## config.mk

```make
export PLATFORM = sky130hd
export DESIGN_NAME = seeed_tft_panel_responder
export DESIGN_NICKNAME = d
export VERILOG_FILES = /design/src/rtl/seeed_tft_pkg.sv /design/src/rtl/seeed_tft_bus_sync.sv /design/src/rtl/seeed_tft_panel_responder.sv
export SDC_FILE = /design/constraint.sdc
export NUM_CORES = 1
export LEC_CHECK = 0
export ABC_AREA = 1
export BUFFER_PORTS_ARGS = -buffer_cell sky130_fd_sc_hd__buf_2
export CORE_MARGIN = 3
export CORE_UTILIZATION = 60
export CTS_BUF_LIST = sky130_fd_sc_hd__clkbuf_2 sky130_fd_sc_hd__clkbuf_4 sky130_fd_sc_hd__clkbuf_8
export DETAILED_ROUTE_END_ITERATION = 8
export GPL_ROUTABILITY_DRIVEN = 0
export PLACE_DENSITY_LB_ADDON = 0.1
export SLEW_MARGIN = 20
export SYNTH_ARGS = -nofsm -noshare
export SYNTH_HDL_FRONTEND = slang
export SYNTH_HIERARCHICAL = 1
export SYNTH_SLANG_ARGS = --single-unit
```

## constraint.sdc

```tcl
create_clock -name clk -period 2.9 [get_ports clk]
set_input_delay 0.29 -clock clk [delete_from_list [all_inputs] [get_ports clk]]
set_output_delay 0.29 -clock clk [all_outputs]
set_load 0.005 [all_outputs]
```

## src/rtl/seeed_tft_pkg.sv

```systemverilog
// Shared constants and helpers for the 8080-bus TFT panel responder.
// Holds command constants, register-file geometry and the bus timing minimum.
package seeed_tft_pkg;

    localparam logic [7:0] MEM_WRITE_CMD_DEFAULT = 8'h2C;
    localparam int         REG_IDX_W             = 4;
    localparam int         REG_COUNT             = 1 << REG_IDX_W;

    // Host must hold each strobe level at least this many clk cycles.
    localparam int         BUS_MIN_PULSE_CLK     = 3;

    typedef enum logic [1:0] {
        WR_NONE,
        WR_CMD,
        WR_REG,
        WR_GRAM
    } wr_kind_t;

    // A frame of 0 pixels behaves as a frame of 1 pixel.
    function automatic logic [31:0] last_pixel_index(input logic [31:0] num_pixels);
        return (num_pixels == 32'd0) ? 32'd0 : num_pixels - 32'd1;
    endfunction

endpackage

```

## src/rtl/seeed_tft_bus_sync.sv

```systemverilog
// Synchronizer bank for the asynchronous 8080 bus pins plus strobe edge detectors.
// rs/data get one extra stage so they line up with the bus state from before wr_n rose.
module seeed_tft_bus_sync
    import seeed_tft_pkg::*;
(
    input  logic       clk,
    input  logic       rst_n,
    input  logic       cs_n_pin,
    input  logic       rs_pin,
    input  logic       wr_n_pin,
    input  logic       rd_n_pin,
    input  logic [7:0] data_pin,
    input  logic       panel_reset_n_pin,
    output logic       cs_n,
    output logic       wr_n,
    output logic       rs,
    output logic [7:0] data,
    output logic       panel_reset_n,
    output logic       wr_rise,
    output logic       rd_fall,
    output logic       rd_rise
);

    logic [3:0] ctl_s1;
    logic [3:0] ctl_s2;
    logic [8:0] rsd_s1;
    logic [8:0] rsd_s2;
    logic [8:0] rsd_s3;
    logic       wr_d;
    logic       rd_d;

    always_ff @(posedge clk) begin
        if (!rst_n) begin
            ctl_s1 <= 4'b1111;
            ctl_s2 <= 4'b1111;
            rsd_s1 <= '0;
            rsd_s2 <= '0;
            rsd_s3 <= '0;
            wr_d   <= 1'b1;
            rd_d   <= 1'b1;
        end else begin
            ctl_s1 <= {panel_reset_n_pin, cs_n_pin, wr_n_pin, rd_n_pin};
            ctl_s2 <= ctl_s1;
            rsd_s1 <= {rs_pin, data_pin};
            rsd_s2 <= rsd_s1;
            rsd_s3 <= rsd_s2;
            wr_d   <= ctl_s2[1];
            rd_d   <= ctl_s2[0];
        end
    end

    assign panel_reset_n = ctl_s2[3];
    assign cs_n          = ctl_s2[2];
    assign wr_n          = ctl_s2[1];
    assign rs            = rsd_s3[8];
    assign data          = rsd_s3[7:0];

    assign wr_rise = ctl_s2[1] & ~wr_d;
    assign rd_fall = ~ctl_s2[0] & rd_d;
    assign rd_rise = ctl_s2[0] & ~rd_d;

endmodule

```

## src/rtl/seeed_tft_panel_responder.sv

```systemverilog
// Display-side emulator of an 8080 8-bit TFT panel: command/register decode,
// RGB565 pixel assembly, register readback and a free-running tearing-effect output.
//
// Byte-phase FSM
//   state   | meaning
//   PH_HIGH | next GRAM data byte is the pixel high byte
//   PH_LOW  | high byte held, next GRAM data byte completes the pixel
module seeed_tft_panel_responder
    import seeed_tft_pkg::*;
#(
    parameter logic [7:0]  MEM_WRITE_CMD = MEM_WRITE_CMD_DEFAULT,
    parameter logic [15:0] TE_PERIOD     = 16'd50000,
    parameter logic [15:0] TE_WIDTH      = 16'd100
) (
    input  logic        clk,
    input  logic        rst_n,
    input  logic        i_cs_n,
    input  logic        i_rs,
    input  logic        i_wr_n,
    input  logic        i_rd_n,
    input  logic [7:0]  i_data,
    output logic [7:0]  o_data,
    output logic        o_data_oe,
    input  logic        i_panel_reset_n,
    input  logic        i_te_enable,
    input  logic        i_te_polarity,
    input  logic [31:0] i_num_pixels,
    output logic        o_tearing_effect,
    output logic        o_cmd_stb,
    output logic [7:0]  o_cmd,
    output logic        o_pixel_stb,
    output logic [15:0] o_pixel_data,
    output logic [31:0] o_pixel_count,
    output logic        o_frame_done
);

    localparam logic [0:0] PH_HIGH = 1'b0;
    localparam logic [0:0] PH_LOW  = 1'b1;

    logic       cs_n_s;
    logic       wr_n_s;
    logic       rs_s;
    logic [7:0] data_s;
    logic       panel_reset_n_s;
    logic       wr_rise;
    logic       rd_fall;
    logic       rd_rise;

    seeed_tft_bus_sync u_bus_sync (
        .clk               (clk),
        .rst_n             (rst_n),
        .cs_n_pin          (i_cs_n),
        .rs_pin            (i_rs),
        .wr_n_pin          (i_wr_n),
        .rd_n_pin          (i_rd_n),
        .data_pin          (i_data),
        .panel_reset_n_pin (i_panel_reset_n),
        .cs_n              (cs_n_s),
        .wr_n              (wr_n_s),
        .rs                (rs_s),
        .data              (data_s),
        .panel_reset_n     (panel_reset_n_s),
        .wr_rise           (wr_rise),
        .rd_fall           (rd_fall),
        .rd_rise           (rd_rise)
    );

    logic [7:0]  regs [REG_COUNT];
    logic [0:0]  phase;
    logic [7:0]  pix_hi;
    wr_kind_t    wr_kind;
    logic        rd_start;
    logic [7:0]  rd_value;
    logic [31:0] last_idx;
    logic        gram_mode;

    assign gram_mode = (o_cmd == MEM_WRITE_CMD);
    assign last_idx  = last_pixel_index(i_num_pixels);
    assign rd_value  = gram_mode ? 8'h00 : regs[o_cmd[REG_IDX_W-1:0]];

    // A read that starts while wr_n is low loses to the write.
    assign rd_start  = rd_fall & ~cs_n_s & wr_n_s;

    always_comb begin
        wr_kind = WR_NONE;
        if (wr_rise && !cs_n_s) begin
            if (!rs_s)          wr_kind = WR_CMD;
            else if (gram_mode) wr_kind = WR_GRAM;
            else                wr_kind = WR_REG;
        end
    end

    always_ff @(posedge clk) begin
        if (!rst_n || !panel_reset_n_s) begin
            for (int i = 0; i < REG_COUNT; i++) regs[i] <= 8'h00;
            phase         <= PH_HIGH;
            pix_hi        <= 8'h00;
            o_cmd         <= 8'h00;
            o_cmd_stb     <= 1'b0;
            o_pixel_stb   <= 1'b0;
            o_pixel_data  <= 16'h0000;
            o_pixel_count <= 32'd0;
            o_frame_done  <= 1'b0;
            o_data        <= 8'h00;
            o_data_oe     <= 1'b0;
        end else begin
            o_cmd_stb    <= 1'b0;
            o_pixel_stb  <= 1'b0;
            o_frame_done <= 1'b0;

            case (wr_kind)
                WR_CMD: begin
                    o_cmd     <= data_s;
                    o_cmd_stb <= 1'b1;
                    phase     <= PH_HIGH;
                    if (data_s == MEM_WRITE_CMD) o_pixel_count <= 32'd0;
                end
                WR_REG: begin
                    regs[o_cmd[REG_IDX_W-1:0]] <= data_s;
                end
                WR_GRAM: begin
                    if (phase == PH_HIGH) begin
                        pix_hi <= data_s;
                        phase  <= PH_LOW;
                    end else begin
                        o_pixel_data <= {pix_hi, data_s};
                        o_pixel_stb  <= 1'b1;
                        phase        <= PH_HIGH;
                        if (o_pixel_count == last_idx) begin
                            o_frame_done  <= 1'b1;
                            o_pixel_count <= 32'd0;
                        end else begin
                            o_pixel_count <= o_pixel_count + 32'd1;
                        end
                    end
                end
                default: ;
            endcase

            if (o_data_oe) begin
                if (rd_rise || cs_n_s || !wr_n_s) begin
                    o_data_oe <= 1'b0;
                    o_data    <= 8'h00;
                end
            end else if (rd_start) begin
                o_data_oe <= 1'b1;
                o_data    <= rd_value;
            end
        end
    end

    // TE keeps its phase across panel resets; only the system reset restarts it.
    logic [15:0] te_cnt;
    logic        te_active;

    assign te_active = (te_cnt < TE_WIDTH) && i_te_enable;

    always_ff @(posedge clk) begin
        if (!rst_n) begin
            te_cnt           <= 16'd0;
            o_tearing_effect <= ~i_te_polarity;
        end else begin
            te_cnt           <= (te_cnt == TE_PERIOD - 16'd1) ? 16'd0 : te_cnt + 16'd1;
            o_tearing_effect <= te_active ? i_te_polarity : ~i_te_polarity;
        end
    end

endmodule

```

==> metrics.txt <==
initial DRC count 1049; Mapped Nets 1738; ys flop type dfxtp_1; main combinational cell family by area after synthesis simple AND/OR/NAND/NOR gates; Remaining Overflow, GRT 0; post-synth top area share 0.2936; Clk pwr share 0.414; share of cells above drive strength 1 0.1327; max_cap viols 0; Tmin final 2.635 ns; Post-Synth Simple-Gate Area 0.2732; wire per inst 16.14 um; Final Setup Violations 0; vias in the first global route 10.76k; FF+latch count, synth 263; initial antenna violation count 0; sequential area share after synthesis 0.5000; Flop pwr share 0.531; Die Ht 153.7 um; Port-buffer cells 117; Fin. Hold Viols 0; main area contributors after synthesis edfxtp_1 (29%), dfxtp_1 (21%), nand2_1 (11%); sw power 0.001756 W; # clock sinks 263; asr flop ratio synth 0; Switching Fraction 0.2311; Post-Synth XOR/XNOR Area 0.02275; PD cells 509.8 nW/um^2; Setup CP Type register to register; Antenna Cells 0; core area 21220 um^2; Synth Warn # 6; crit-path most repeated cell nand2_1; RSZ-0062 raised after global routing false; Synth Area in Compound Gates 0.09844; worst slew pin tran 0.8681 ns; Top delay family on crit path simple AND/OR/NAND/NOR gates; CTS tree done; Post-Syn Area 13090 um^2; largest net degree at the start of global routing 60; TritonRoute pass-1 iters 5; adder-cell share of the synthesized area 0.002867; synth unique cells 43; Skew-Pair Late Insertion Delay 0.55 ns; Num CTS Buffers 42; CP max FO 32; Post-DP HPWL 23.66 mm; Static Leak 5.931 nW; Post-synth EDFFs 128; Critical Path End Type register; Syn Area/Cell 7.765 um^2; biggest area consumer among synthesized cells edfxtp_1; multiplexer area fraction after synthesis 0.02447; Slowest-stage cell, CP nor4_1; DIE WIDTH 153.7 um; Cell Chain, Critical Path nand2_1 > nor4_1 > nand2_1 > nor2_2 > buf_4 > a31oi_2 > buf_4 > nand2_1 > a21oi_1; Initial Utilization 0.6169; Worst Setup Start Kind register; clock skew 0.03078 ns; Hold WS 0.2250 ns; slowest stage delay, CP 0.59 ns; Total Negative Setup Slacks 0 ns; num ports 118; fmax 379.5 MHz; cell-internal power 0.005841 W; Slew Viols, Final 0; relative slew slack 0.4177; fin crit share 0.9086; vias 11.71k; Mapped Cells 1686; first-pass GRT wire length 54.50 mm; critical path arrival 3.02 ns; # DRC 0; Via-to-Cell Ratio 5.499; die area 23630 um^2; Final Routed Wirelength 34.36 mm; worst hold path class input port to register; Final nets 1872; Site Rows 53; layout overhead on the synthesized area 13.83%; gr usage total 0.2811; VDD IR max 0.5013 mV; outcome finished, final reports clean; CTS max path bufs 3; Clock Tree Root clkbuf_8; WP data required 3.28 ns; clock-pin slew on the worst setup and hold paths 0.06 ns; post-route ant nets 0; CP Buf/Inv Count 2; combinational share of power 0.055; H-Tree Depth 2
[path summary, 6_finish.rpt]
check                            start                   end  slack [ns]  depth (start not counted)
setup / recovery              o_cmd[2]     o_pixel_count[18]        0.26                          9
hold / removal             i_te_enable      o_tearing_effect        0.23                          6
setup reg to reg              o_cmd[2]     o_pixel_count[18]        0.26                          9
hold reg to reg   u_bus_sync/ctl_s1[0]  u_bus_sync/ctl_s2[0]        0.40                          2
[registers in the layout, summed over array words and instances, names as in the netlist, 8 cells and up, named ones only]
register,cells
u_bus_sync/rsd_s2,9
u_bus_sync/rsd_s1,9
o_pixel_data,16
o_cmd,8
u_bus_sync/rsd_s3,9
o_data,8
pix_hi,8
te_cnt,16
o_pixel_count,32
regs,128
[logic make-up after synthesis]
logic type               Yosys count
AO/OA/AOI/OAI                    248
XOR/XNOR                          34
adder cells (fa/ha/maj)            3
buffers and inverters            254
flip-flops                       263
multiplexers                      32
AND/OR/NAND/NOR                  852
[area by class of cell]
type	instances	area, um^2
clock buffer	67	778.2
clock inverter	11	56.30
multi-input combinational	1169	5543
tap	275	344.1
fill	1769	6319
sequential	263	6553
timing repair inverter	1	7.507
timing repair buffer	153	903.4
inverter	190	716.9
[tightest hold or removal path, cell delays in order]
cell     delay, ns
buf_2         0.10
nand3_1       0.07
nor3_1        0.06
o21ai_0       0.09
xnor2_1       0.07
inv_1         0.04
[cells in the mapped netlist, types with 4 or more instances]
| cell | count |
|---|---|
| clkinv_1 | 10 |
| edfxtp_1 | 128 |
| o21ai_0 | 102 |
| buf_2 | 5 |
| xor2_1 | 31 |
| o22ai_1 | 8 |
| nor2_2 | 4 |
| dfxtp_1 | 135 |
| buf_6 | 8 |
| o21ai_1 | 7 |
| mux2i_1 | 32 |
| inv_1 | 174 |
| nand3b_1 | 9 |
| nor3_1 | 29 |
| nand4_1 | 37 |
| inv_2 | 6 |
| clkbuf_1 | 49 |
| nand3_1 | 57 |
| o21bai_1 | 6 |
| nand2_1 | 382 |
| nor2_1 | 303 |
| nor4_1 | 9 |
| o211ai_1 | 4 |
| nor2_4 | 4 |
| nand2_2 | 5 |
| a21oi_1 | 116 |
[through the flow]
step	utilization	instances	setup slack [ns]	area, um^2	power (W)
after global placement	0.6544	2034	0.1311	13890	0.004496
final	0.7022	2129	0.2650	14900	0.007597
after CTS	0.7003	2126	0.2189	14860	0.007608
after detailed placement	0.6544	2034	0.06322	13890	0.004509
after global routing	0.7022	2129	0.06189	14900	0.007828
after floorplan	-	1686	0.6352	13090	0.004361
[what timing repair did]
item / in CTS / in global routing
endpoints found under the hold margin: 14 / 0
setup buffers: 0 / 2
setup endpoints to repair: 0 / 64
hold buffers: 14 / 0
gates resized for setup: 0 / 7
[routing by layer]
metal  global-route usage  share of wire  wire, um
met1               0.4164           0.44     15060
met2               0.4335           0.45     15320
met3              0.04813          0.095      3259
met4              0.07107          0.021       724
met5                    0              0         0
[power groups by stage]
stage	Combinational (W)	Sequential (W)	Clock, W
after floorplan	0.000262	0.00410	0
after global placement	0.000390	0.00411	0
after detailed placement	0.000398	0.00411	0
after CTS	0.000414	0.00403	0.00316
after global routing	0.000469	0.00404	0.00332
final	0.000420	0.00403	0.00314
[cell usage in the layout, fill, tap and decap left out, drive strengths merged]
cell,instances
nand3b,9
and2,2
dlygate4sd3,14
o22ai,8
nor3,31
clkinvlp,3
a31oi,1
a211oi,1
or2,1
inv,180
nor2,312
buf,139
xnor2,3
o21a,2
nand2,389
and3,1
o21ai,109
o21bai,6
nor3b,2
clkinv,19
ha,3
nand4,37
nor4,9
dfxtp,135
a21oi,116
nand3,58
o211ai,4
edfxtp,128
a221oi,1
mux2i,32
clkbuf,67
xor2,31
or3,1
Note: power is estimated with default switching activity, not from simulation.
